[src/rtl/cache_controller_pkg.sv]
// Shared types and default field widths for the cache controller slice.
package cache_controller_pkg;

    localparam int unsigned DefTagSize    = 5;
    localparam int unsigned DefIndexSize  = 8;
    localparam int unsigned DefOffsetSize = 2;
    localparam int unsigned DefDataWidth  = 32;
    localparam int unsigned ChannelWidth  = 2;
    localparam int unsigned NumChannels   = 4;

    typedef enum logic [2:0] {
        StIdle,
        StLookup,
        StFlush,
        StFill,
        StUpdate,
        StRespond
    } state_e;

endpackage

[src/rtl/cache_controller_if.sv]
// CPU, tag-store, data-array and main-memory signals of the cache controller.
interface cache_controller_if import cache_controller_pkg::*; #(
    parameter int unsigned TAG_SIZE    = DefTagSize,
    parameter int unsigned INDEX_SIZE  = DefIndexSize,
    parameter int unsigned OFFSET_SIZE = DefOffsetSize,
    parameter int unsigned DATA_WIDTH  = DefDataWidth
);
    localparam int unsigned AddrWidth = TAG_SIZE + INDEX_SIZE + OFFSET_SIZE;

    logic                    cpu_req;
    logic                    cpu_we;
    logic [AddrWidth-1:0]    cpu_addr;
    logic [DATA_WIDTH-1:0]   cpu_wdata;
    logic                    cpu_ready;
    logic [DATA_WIDTH-1:0]   cpu_rdata;

    logic [TAG_SIZE-1:0]     tag;
    logic [INDEX_SIZE-1:0]   index;
    logic                    rewrite_tag;
    logic                    is_hit;
    logic                    need_use_fifo;
    logic [ChannelWidth-1:0] channel;
    logic [ChannelWidth-1:0] fifo_channel;
    logic [TAG_SIZE-1:0]     fifo_tag_for_flush;

    logic                    data_we;
    logic [ChannelWidth-1:0] data_channel;
    logic [OFFSET_SIZE-1:0]  data_offset;
    logic [DATA_WIDTH-1:0]   data_wdata;
    logic [DATA_WIDTH-1:0]   data_rdata;

    logic                    mem_req;
    logic                    mem_we;
    logic [AddrWidth-1:0]    mem_addr;
    logic [DATA_WIDTH-1:0]   mem_wdata;
    logic [DATA_WIDTH-1:0]   mem_rdata;
    logic                    mem_ack;

    modport slave (
        input  cpu_req, cpu_we, cpu_addr, cpu_wdata,
        input  is_hit, need_use_fifo, channel, fifo_channel, fifo_tag_for_flush,
        input  data_rdata, mem_rdata, mem_ack,
        output cpu_ready, cpu_rdata, tag, index, rewrite_tag,
        output data_we, data_channel, data_offset, data_wdata,
        output mem_req, mem_we, mem_addr, mem_wdata
    );

    modport master (
        output cpu_req, cpu_we, cpu_addr, cpu_wdata,
        output is_hit, need_use_fifo, channel, fifo_channel, fifo_tag_for_flush,
        output data_rdata, mem_rdata, mem_ack,
        input  cpu_ready, cpu_rdata, tag, index, rewrite_tag,
        input  data_we, data_channel, data_offset, data_wdata,
        input  mem_req, mem_we, mem_addr, mem_wdata
    );

endinterface

[src/rtl/cache_dirty_bits.sv]
// Per-set, per-channel dirty flags with independent set, clear and read ports.
module cache_dirty_bits import cache_controller_pkg::*; #(
    parameter int unsigned INDEX_SIZE = DefIndexSize
) (
    input  logic                    clk,
    input  logic                    not_reset,
    input  logic                    set_en,
    input  logic [INDEX_SIZE-1:0]   set_index,
    input  logic [ChannelWidth-1:0] set_channel,
    input  logic                    clr_en,
    input  logic [INDEX_SIZE-1:0]   clr_index,
    input  logic [ChannelWidth-1:0] clr_channel,
    input  logic [INDEX_SIZE-1:0]   rd_index,
    input  logic [ChannelWidth-1:0] rd_channel,
    output logic                    rd_dirty
);
    localparam int unsigned NumSets = 2 ** INDEX_SIZE;

    logic [NumChannels-1:0] dirty_q [NumSets];

    always_ff @(posedge clk or negedge not_reset) begin
        if (!not_reset) begin
            for (int i = 0; i < NumSets; i++) begin
                dirty_q[i] <= '0;
            end
        end else begin
            if (set_en) begin
                dirty_q[set_index][set_channel] <= 1'b1;
            end
            if (clr_en) begin
                dirty_q[clr_index][clr_channel] <= 1'b0;
            end
        end
    end

    assign rd_dirty = dirty_q[rd_index][rd_channel];

endmodule

[src/rtl/cache_controller.sv]
// Write-back cache controller: lookup, victim flush, line fill and tag update sequencing.
module cache_controller import cache_controller_pkg::*; #(
    parameter int unsigned TAG_SIZE    = DefTagSize,
    parameter int unsigned INDEX_SIZE  = DefIndexSize,
    parameter int unsigned OFFSET_SIZE = DefOffsetSize,
    parameter int unsigned DATA_WIDTH  = DefDataWidth
) (
    input logic               clk,
    input logic               not_reset,
    cache_controller_if.slave bus
);
    localparam int unsigned AddrWidth = TAG_SIZE + INDEX_SIZE + OFFSET_SIZE;

    state_e                  state_q, state_d;
    logic                    we_q, we_d;
    logic [AddrWidth-1:0]    addr_q, addr_d;
    logic [DATA_WIDTH-1:0]   wdata_q, wdata_d;
    logic [DATA_WIDTH-1:0]   rdata_q, rdata_d;
    logic [ChannelWidth-1:0] victim_q, victim_d;
    logic [ChannelWidth-1:0] hit_ch_q, hit_ch_d;
    logic [OFFSET_SIZE-1:0]  word_cnt_q, word_cnt_d;

    logic [TAG_SIZE-1:0]     req_tag;
    logic [INDEX_SIZE-1:0]   req_index;
    logic [OFFSET_SIZE-1:0]  req_offset;
    logic                    last_word;
    logic                    victim_dirty;
    logic                    dirty_set;
    logic                    dirty_clr;

    assign req_tag    = addr_q[AddrWidth-1 -: TAG_SIZE];
    assign req_index  = addr_q[OFFSET_SIZE +: INDEX_SIZE];
    assign req_offset = addr_q[OFFSET_SIZE-1:0];
    assign last_word  = &word_cnt_q;

    assign bus.tag       = req_tag;
    assign bus.index     = req_index;
    assign bus.mem_wdata = bus.data_rdata;

    cache_dirty_bits #(
        .INDEX_SIZE (INDEX_SIZE)
    ) u_dirty (
        .clk         (clk),
        .not_reset   (not_reset),
        .set_en      (dirty_set),
        .set_index   (req_index),
        .set_channel (bus.channel),
        .clr_en      (dirty_clr),
        .clr_index   (req_index),
        .clr_channel (victim_q),
        .rd_index    (req_index),
        .rd_channel  (bus.fifo_channel),
        .rd_dirty    (victim_dirty)
    );

    always_ff @(posedge clk or negedge not_reset) begin
        if (!not_reset) begin
            state_q    <= StIdle;
            we_q       <= 1'b0;
            addr_q     <= '0;
            wdata_q    <= '0;
            rdata_q    <= '0;
            victim_q   <= '0;
            hit_ch_q   <= '0;
            word_cnt_q <= '0;
        end else begin
            state_q    <= state_d;
            we_q       <= we_d;
            addr_q     <= addr_d;
            wdata_q    <= wdata_d;
            rdata_q    <= rdata_d;
            victim_q   <= victim_d;
            hit_ch_q   <= hit_ch_d;
            word_cnt_q <= word_cnt_d;
        end
    end

    always_comb begin
        state_d    = state_q;
        we_d       = we_q;
        addr_d     = addr_q;
        wdata_d    = wdata_q;
        rdata_d    = rdata_q;
        victim_d   = victim_q;
        hit_ch_d   = hit_ch_q;
        word_cnt_d = word_cnt_q;

        bus.cpu_ready    = 1'b0;
        bus.cpu_rdata    = rdata_q;
        bus.rewrite_tag  = 1'b0;
        bus.data_we      = 1'b0;
        bus.data_channel = hit_ch_q;
        bus.data_offset  = req_offset;
        bus.data_wdata   = wdata_q;
        bus.mem_req      = 1'b0;
        bus.mem_we       = 1'b0;
        bus.mem_addr     = {req_tag, req_index, word_cnt_q};
        dirty_set        = 1'b0;
        dirty_clr        = 1'b0;

        unique case (state_q)
            StIdle: begin
                if (bus.cpu_req) begin
                    we_d    = bus.cpu_we;
                    addr_d  = bus.cpu_addr;
                    wdata_d = bus.cpu_wdata;
                    state_d = StLookup;
                end
            end
            StLookup: begin
                if (bus.is_hit) begin
                    hit_ch_d         = bus.channel;
                    bus.data_channel = bus.channel;
                    if (we_q) begin
                        bus.data_we = 1'b1;
                        dirty_set   = 1'b1;
                    end
                    state_d = StRespond;
                end else begin
                    victim_d   = bus.fifo_channel;
                    word_cnt_d = '0;
                    state_d    = (bus.need_use_fifo && victim_dirty) ? StFlush : StFill;
                end
            end
            StFlush: begin
                bus.mem_req      = 1'b1;
                bus.mem_we       = 1'b1;
                bus.mem_addr     = {bus.fifo_tag_for_flush, req_index, word_cnt_q};
                bus.data_channel = victim_q;
                bus.data_offset  = word_cnt_q;
                if (bus.mem_ack) begin
                    word_cnt_d = word_cnt_q + 1'b1;
                    if (last_word) begin
                        state_d = StFill;
                    end
                end
            end
            StFill: begin
                bus.mem_req      = 1'b1;
                bus.data_channel = victim_q;
                bus.data_offset  = word_cnt_q;
                bus.data_wdata   = bus.mem_rdata;
                if (bus.mem_ack) begin
                    bus.data_we = 1'b1;
                    word_cnt_d  = word_cnt_q + 1'b1;
                    if (last_word) begin
                        state_d = StUpdate;
                    end
                end
            end
            StUpdate: begin
                // The re-lookup that follows hits and applies any pending write.
                bus.rewrite_tag = 1'b1;
                dirty_clr       = 1'b1;
                state_d         = StLookup;
            end
            StRespond: begin
                bus.cpu_ready = 1'b1;
                bus.cpu_rdata = bus.data_rdata;
                rdata_d       = bus.data_rdata;
                state_d       = StIdle;
            end
            default: begin
                state_d = StIdle;
            end
        endcase
    end

endmodule

[src/flat_wrapper.sv]
// flat-port wrapper written by rule: the top's interface ports become plain ports
module cache_controller_flat import cache_controller_pkg::*;
#(
    parameter int unsigned TAG_SIZE    = DefTagSize,
    parameter int unsigned INDEX_SIZE  = DefIndexSize,
    parameter int unsigned OFFSET_SIZE = DefOffsetSize,
    parameter int unsigned DATA_WIDTH  = DefDataWidth
)
  (clk, not_reset, bus_cpu_req, bus_cpu_we, bus_cpu_addr, bus_cpu_wdata, bus_is_hit, bus_need_use_fifo, bus_channel, bus_fifo_channel, bus_fifo_tag_for_flush, bus_data_rdata, bus_mem_rdata, bus_mem_ack, bus_cpu_ready, bus_cpu_rdata, bus_tag, bus_index, bus_rewrite_tag, bus_data_we, bus_data_channel, bus_data_offset, bus_data_wdata, bus_mem_req, bus_mem_we, bus_mem_addr, bus_mem_wdata);
  cache_controller_if #(.TAG_SIZE(TAG_SIZE), .INDEX_SIZE(INDEX_SIZE), .OFFSET_SIZE(OFFSET_SIZE), .DATA_WIDTH(DATA_WIDTH)) bus_i ();
  input logic clk;
  input logic not_reset;
  input wire logic [$bits(bus_i.cpu_req)-1:0] bus_cpu_req;
  input wire logic [$bits(bus_i.cpu_we)-1:0] bus_cpu_we;
  input wire logic [$bits(bus_i.cpu_addr)-1:0] bus_cpu_addr;
  input wire logic [$bits(bus_i.cpu_wdata)-1:0] bus_cpu_wdata;
  input wire logic [$bits(bus_i.is_hit)-1:0] bus_is_hit;
  input wire logic [$bits(bus_i.need_use_fifo)-1:0] bus_need_use_fifo;
  input wire logic [$bits(bus_i.channel)-1:0] bus_channel;
  input wire logic [$bits(bus_i.fifo_channel)-1:0] bus_fifo_channel;
  input wire logic [$bits(bus_i.fifo_tag_for_flush)-1:0] bus_fifo_tag_for_flush;
  input wire logic [$bits(bus_i.data_rdata)-1:0] bus_data_rdata;
  input wire logic [$bits(bus_i.mem_rdata)-1:0] bus_mem_rdata;
  input wire logic [$bits(bus_i.mem_ack)-1:0] bus_mem_ack;
  output wire logic [$bits(bus_i.cpu_ready)-1:0] bus_cpu_ready;
  output wire logic [$bits(bus_i.cpu_rdata)-1:0] bus_cpu_rdata;
  output wire logic [$bits(bus_i.tag)-1:0] bus_tag;
  output wire logic [$bits(bus_i.index)-1:0] bus_index;
  output wire logic [$bits(bus_i.rewrite_tag)-1:0] bus_rewrite_tag;
  output wire logic [$bits(bus_i.data_we)-1:0] bus_data_we;
  output wire logic [$bits(bus_i.data_channel)-1:0] bus_data_channel;
  output wire logic [$bits(bus_i.data_offset)-1:0] bus_data_offset;
  output wire logic [$bits(bus_i.data_wdata)-1:0] bus_data_wdata;
  output wire logic [$bits(bus_i.mem_req)-1:0] bus_mem_req;
  output wire logic [$bits(bus_i.mem_we)-1:0] bus_mem_we;
  output wire logic [$bits(bus_i.mem_addr)-1:0] bus_mem_addr;
  output wire logic [$bits(bus_i.mem_wdata)-1:0] bus_mem_wdata;
  assign bus_i.cpu_req = bus_cpu_req;
  assign bus_i.cpu_we = bus_cpu_we;
  assign bus_i.cpu_addr = bus_cpu_addr;
  assign bus_i.cpu_wdata = bus_cpu_wdata;
  assign bus_i.is_hit = bus_is_hit;
  assign bus_i.need_use_fifo = bus_need_use_fifo;
  assign bus_i.channel = bus_channel;
  assign bus_i.fifo_channel = bus_fifo_channel;
  assign bus_i.fifo_tag_for_flush = bus_fifo_tag_for_flush;
  assign bus_i.data_rdata = bus_data_rdata;
  assign bus_i.mem_rdata = bus_mem_rdata;
  assign bus_i.mem_ack = bus_mem_ack;
  assign bus_cpu_ready = bus_i.cpu_ready;
  assign bus_cpu_rdata = bus_i.cpu_rdata;
  assign bus_tag = bus_i.tag;
  assign bus_index = bus_i.index;
  assign bus_rewrite_tag = bus_i.rewrite_tag;
  assign bus_data_we = bus_i.data_we;
  assign bus_data_channel = bus_i.data_channel;
  assign bus_data_offset = bus_i.data_offset;
  assign bus_data_wdata = bus_i.data_wdata;
  assign bus_mem_req = bus_i.mem_req;
  assign bus_mem_we = bus_i.mem_we;
  assign bus_mem_addr = bus_i.mem_addr;
  assign bus_mem_wdata = bus_i.mem_wdata;
  cache_controller #(.TAG_SIZE(TAG_SIZE), .INDEX_SIZE(INDEX_SIZE), .OFFSET_SIZE(OFFSET_SIZE), .DATA_WIDTH(DATA_WIDTH)) u_core (.clk(clk), .not_reset(not_reset), .bus(bus_i));
endmodule
[config.mk]
export PLATFORM = sky130hd
export DESIGN_NAME = cache_controller_flat
export DESIGN_NICKNAME = d
export VERILOG_FILES = /design/src/rtl/cache_controller_pkg.sv /design/src/rtl/cache_controller_if.sv /design/src/rtl/cache_dirty_bits.sv /design/src/rtl/cache_controller.sv /design/src/flat_wrapper.sv
export SDC_FILE = /design/constraint.sdc
export NUM_CORES = 2
export LEC_CHECK = 0
export CORE_MARGIN = 2
export CORE_UTILIZATION = 50
export CTS_CLUSTER_DIAMETER = 40
export DETAILED_ROUTE_END_ITERATION = 7
export PLACE_DENSITY = 0.68
export SLEW_MARGIN = 10
export SYNTH_ARGS = -nofsm -noshare
export SYNTH_HDL_FRONTEND = slang
export SYNTH_HIERARCHICAL = 1
export SYNTH_SLANG_ARGS = --single-unit
export TNS_END_PERCENT = 100
[constraint.sdc]
create_clock -name clk -period 3.2 [get_ports clk]
set_clock_uncertainty 0.15 [all_clocks]
set_input_delay 0.64 -clock clk [delete_from_list [all_inputs] [get_ports clk]]
set_output_delay 0.64 -clock clk [all_outputs]
set_load 0.05 [all_outputs]
### After elaboration in Yosys (flattened, before gate mapping)

Cells that the tools add are included.

* flip-flop bits (word level): 1113
* output and inout port bits: 133

* $add $sub $neg: 1
* order comparisons: 7
* equal/unequal tests: 12
* multiplexer cells: 41
* bitwise logic cells: 5
* reductions and logical operators: 12

Operators by type and width (count)
* $mux 1024: 2
* $and 1024x1024->1024: 1
* $not 1024->1024: 1
* $or 1024x1024->1024: 1
* $demux 4 s8: 2
* $mux 32: 2
* $bmux 4 s8: 1
* $mux 3: 6
* $mux 4: 4
* $mux 15: 1
* $pmux 3 s5: 1
* $mux 1: 12
* $ge 9x9->1 const B: 1
* $lt 2x3->1 const B: 3
* $lt 9x1->1 const B: 1
* $not 8->9: 1
* $mux 2: 4
* $ne 2x2->1 const B: 4
* $pmux 2 s2: 2
* $eq 3x2->1 const B: 2
* $eq 3x3->1 const B: 2
* $ne 2x1->1 const B: 3
* $reduce_and 2->1: 3
* $reduce_and 5->1: 1
* other kinds (12): 17

### Longest topological paths before layout

* word-level depth: 10
* gate-level depth with buffers: 16

### Cells and area by module

Netlist, hierarchy kept.

By module, submodules not included
* cache_dirty_bits: times used 1, cells an instance 4672, area an instance 47843.4 um^2, sequential area each 25624.6 um^2
* cache_controller: times used 1, cells an instance 323, area an instance 4501.8 um^2, sequential area each 2227.1 um^2

### Worst setup path after synthesis

No wires, ideal clock.

* kind: reg-to-reg
* start point: reg u_core.addr_q[2]
* end point: reg u_core.state_q[0]
* setup time: 141 ps
* data arrival time: 2874 ps
* required time: 2909 ps
* slack: 35 ps
* stages on the path, launching flop included: 17
* cell sequence: dfrtp_1 buf_4 buf_12 buf_8 buf_6 buf_6 mux2i_1 o221ai_1 a21oi_1 o31ai_1 o211ai_1 nor4_1 nor2_1 nand3_1 nand2_1 o311ai_0 nand3_1

* cells in the longest elaborated chain, start to end: 10

Ends and longest elaborated chain
* start, declared: RTL line cache_controller.sv:16 `logic [AddrWidth-1:0] addr_q, addr_d;`
* start signal, assigned: RTL line cache_controller.sv:69 `addr_q <= addr_d;`
* $not 8->9 (implied by the code): RTL line cache_dirty_bits.sv:36 `assign rd_dirty = dirty_q[rd_index][rd_channel];`
* $bmux 4 s8: RTL line cache_dirty_bits.sv:36
* $mux 4 (implied by the code) (2 in series): RTL line cache_dirty_bits.sv:36
* $bmux 1 s2: RTL line cache_dirty_bits.sv:36
* $mux 1 (implied by the code): RTL line cache_dirty_bits.sv:36
* net u_core.victim_dirty: RTL line cache_controller.sv:27 `logic victim_dirty;`
* $logic_and 1x1->1: RTL line cache_controller.sv:122 `state_d = (bus.need_use_fifo && victim_dirty) ? StFlush : StFill;`
* $mux 1: RTL line cache_controller.sv:122
* $mux 3: RTL line cache_controller.sv:111 `if (bus.is_hit) begin`
* $pmux 3 s5: RTL line cache_controller.sv:101 `unique case (state_q)`
* end signal, assigned: RTL line cache_controller.sv:58 `state_q <= StIdle;`
* end signal, assigned: RTL line cache_controller.sv:67 `state_q <= state_d;`
* end, declared: RTL line cache_controller.sv:14 `state_e state_q, state_d;`

The timed path passes the listed nets, and every way through them passes these cells. The select of a mux whose other input is x is not followed.
A chain may end at the register's enable or synchronous reset.

### Worst setup path after layout

Ends and elaborated chain as after synthesis.

==> results.sh <==
export IMPL_cp_arrival_ns=4.11
export IMPL_layout_nets=5581
export IMPL_area_growth_pct=25.5
export IMPL_place_ws_ns=-0.827
export IMPL_io_pins=260
export IMPL_grtUsageTotal_pct=36.7
export IMPL_rsz0062_at_grt="yes"
export IMPL_cts_clk_slew_worst_paths_ns=0.07
export IMPL_tightestPinTransition_ns=0.695
export IMPL_coreArea_sq_um=104000
export IMPL_wl_um=200000
export IMPL_numCtsBuffers=150
export IMPL_grt_pass1_vias=45900
export IMPL_synth_nets=5123
export IMPL_async_flop_share_pct=100
export IMPL_end_kind="flip-flop"
export IMPL_ant_nets=0
export IMPL_cts_root_buf="clkbuf_16"
export IMPL_setup_ws_ns=-0.420
export IMPL_synth_area_sq_um=52300
export IMPL_fin_setup_tns_ns=-0.420
export IMPL_cts_sinks=1113
export IMPL_place_congestion=1.01
export IMPL_max_freq_ghz=0.276
export IMPL_die_h_um=328
export IMPL_drv_cap=0
export IMPL_drv_slew=0
export IMPL_failed_checks="design-rule violations, negative setup slack"
export IMPL_place_area_sq_um=59500
export IMPL_clkLatencyLatePin_ns=0.78
export IMPL_avgSynthCellArea_sq_um=10.5
export IMPL_ys_flop_type="dfrtp_1"
export IMPL_leakage_uw=0.0289
export IMPL_maxSlewHeadroom_pct=53.7
export IMPL_synth_edf_count=0
export IMPL_synth_mux_area_share_pct=14.7
export IMPL_r2r_start="u_core/addr_q[2]$_DFFE_PN0P_"
export IMPL_synth_compound_area_share_pct=22.1
export IMPL_grt_overflow=0
export IMPL_timing_rr_end="u_core/state_q[0]$_DFFE_PN0P_"
export IMPL_num_vias=47100
export IMPL_drtPass1Iterations=8
export IMPL_crit_fanout=10
export IMPL_critPathKind="reg -> reg"
export IMPL_grt_max_degree=106
export IMPL_status="finished with violations"
export IMPL_fp_dieW_um=328
export IMPL_cts_tree="built"
export IMPL_synth_distinct_cells=59
export IMPL_synth_top_cell_area_share_pct=53.2
export IMPL_yosysSeqAreaShare_pct=53.2
export IMPL_crit_required_ns=3.69
export IMPL_ir_drop_mv=1.11
export IMPL_antenna_found_initial=5
export IMPL_timing_hold_violations_final=0
export IMPL_drive_gt1_share_pct=22.4
export IMPL_rows=118
export IMPL_rrSetupSlack_ns=-0.42
export IMPL_io_buffers=259
export IMPL_crit_path_start_kind="flip-flop"
export IMPL_setup_viol=1
export IMPL_synth_seq_cells=1113
export IMPL_design_area_sq_um=65700
export IMPL_grt_pass1_wl_um=297000
export IMPL_ys_top_cells_by_area="dfrtp_1 (53%), a21oi_1 (20%), mux4_2 (9.8%), nor2_1 (3.9%), clkbuf_1 (2.2%)"
export IMPL_initial_core_util_pct=50.5
export IMPL_drtIter0Drc=6617
export IMPL_yosys_area_share_adder_pct=0.0239
export IMPL_synth_top_family_by_area="compound AO/OA/AOI/OAI gates"
export IMPL_synth_largest_area_cell="dfrtp_1"
export IMPL_period_share_pct=113
export IMPL_period_needed_ns=3.62
export IMPL_synth_xor_area_share_pct=0
export IMPL_ff2ff_path_depth=13
export IMPL_power_density_nw_per_um2=847
export IMPL_synth_cells=4995
export IMPL_clock_path_buffers=3
export IMPL_synthSimpleGateAreaFrac_pct=5.70
export IMPL_routed_via_density=6.76
export IMPL_synth_warnings=6
export IMPL_drc=2
export IMPL_hpwl_um=127000
export IMPL_routedWlPerCell_um=28.7
export IMPL_dieArea_sq_um=107000
export IMPL_h_tree_depth=4
export IMPL_hold_path_class="in -> async"
[layout make-up]
type	count	area, sq um
Clock buffer	181	4050
Multi-Input combinational cell	3418	22600
Clock inverter	95	1110
Tap cell	1380	1730
Inverter	8	30.0
Fill cell	7976	38000
Antenna cell	8	20.0
Sequential cell	1113	27900
Timing Repair Buffer	762	8260
[what timing repair did]
item,CTS,global route
hold buffers,1,0
cloned,3,3
endpoints found under the setup margin,65,49
buffers inserted,14,44
gates resized for setup,74,47
hold endpoints to repair,33,0
pin swaps,4,22
[metal layers]
| layer | global-route usage, % | part of all wire, % | wire, um | vias to the layer above |
|---|---|---|---|---|
| met3 | 13.0 | 14 | 28800 | 804 |
| met4 | 20.7 | 6.3 | 12600 | 0 |
| li1 | - | - | - | 19300 |
| met5 | 0 | 0 | 0 | - |
| met1 | 48.7 | 36 | 72300 | 23200 |
| met2 | 52.4 | 43 | 86300 | 3767 |
[power breakdown]
part	switching (uW)	internal (uW)	total [uW]
Combinational	13900	8920	22800
Clock	6930	10200	17100
Sequential	713	15000	15800
[kinds of logic (layout without fill, tap and decap cells)]
| family | Yosys count | after routing |
|---|---|---|
| AO/OA/AOI/OAI | 2236 | 2236 |
| multiplexers | 457 | 457 |
| other | 0 | 8 |
| buffers and inverters | 464 | 1046 |
| flip-flops | 1113 | 1113 |
| AND/OR/NAND/NOR | 724 | 724 |
| adder cells (fa/ha/maj) | 1 | 1 |
[state kept, by name, summed over array words and instances, names as in the netlist]
| name | cells |
|---|---|
| u_core/addr_q | 15 |
| u_core/hit_ch_q | 2 |
| u_core/rdata_q | 32 |
| u_core/state_q | 3 |
| u_core/u_dirty/dirty_q | 1024 |
| u_core/victim_q | 2 |
| u_core/wdata_q | 32 |
| u_core/we_q | 1 |
| u_core/word_cnt_q | 2 |
[stage by stage]
step                      utilization, %  hold slack (ns)  total power (uW)  instances
after floorplan                        -            0.194             27000       4995
after global placement              57.4            0.318             36500       6619
after detailed placement            57.4            0.326             36700       6619
after CTS                           62.8            0.255             54400       6912
after global routing                63.4            0.306             56900       6957
final                               63.4            0.263             55700       6965
[cell usage after synthesis (3+ instances only)]
cell type	instances
a211oi_1	6
a21oi_1	2094
a22o_1	3
a22oi_1	28
and2_1	5
and3_1	5
buf_1	16
buf_2	33
buf_4	69
buf_6	22
clkbuf_1	313
dfrtp_1	1113
inv_1	7
mux2_1	29
mux2_2	69
mux2_4	30
mux2i_1	101
mux4_2	228
nand2_1	68
nand2b_1	7
nand3_1	31
nand4_1	6
nor2_1	540
nor2b_1	22
nor3_1	16
nor3b_1	4
nor4_1	7
o211ai_1	6
o21ai_0	15
o221ai_1	42
o22ai_1	25
[worst max-delay path: stages (launching register included)]
cell and delay (ns):
dfrtp_4 0.53, buf_6 0.16, bufbuf_16 0.29, buf_4 0.15, mux4_2 0.34, o22ai_1 0.10
o31ai_2 0.41, o211ai_1 0.25, nor4_1 0.37, nor2_2 0.10, nand3_4 0.13, nand2_4 0.08
o311ai_4 0.29, nand3_1 0.11
[layout by cell type (no fill, tap or decap), types with 28 or more instances in the layout]
master,n
dfrtp_1,1106
a21oi_1,2090
clkbuf_16,154
mux2_4,31
buf_4,408
o221ai_1,37
clkdlybuf4s50_1,168
buf_12,148
nand2_1,65
mux4_2,228
a22oi_1,28
mux2_1,28
nor2_1,537
nand3_1,30
mux2i_1,99
mux2_2,69
[how the worst max path moves through the flow]
stage / start / endpoint / slack [ns] / cells past startpoint
finish: u_core/addr_q[2]$_DFFE_PN0P_ / u_core/state_q[0]$_DFFE_PN0P_ / -0.42 / 13
global route: u_core/addr_q[2]$_DFFE_PN0P_ / u_core/state_q[0]$_DFFE_PN0P_ / -0.40 / 16
CTS: u_core/addr_q[2]$_DFFE_PN0P_ / u_core/state_q[0]$_DFFE_PN0P_ / -0.32 / 13
detailed placement: u_core/addr_q[3]$_DFFE_PN0P_ / u_core/state_q[0]$_DFFE_PN0P_ / -0.83 / 13
global placement: u_core/addr_q[3]$_DFFE_PN0P_ / u_core/state_q[0]$_DFFE_PN0P_ / -0.92 / 13
floorplan: u_core/addr_q[2]$_DFFE_PN0P_ / u_core/state_q[0]$_DFFE_PN0P_ / 0.04 / 16
(Power assumes the default switching activity.)
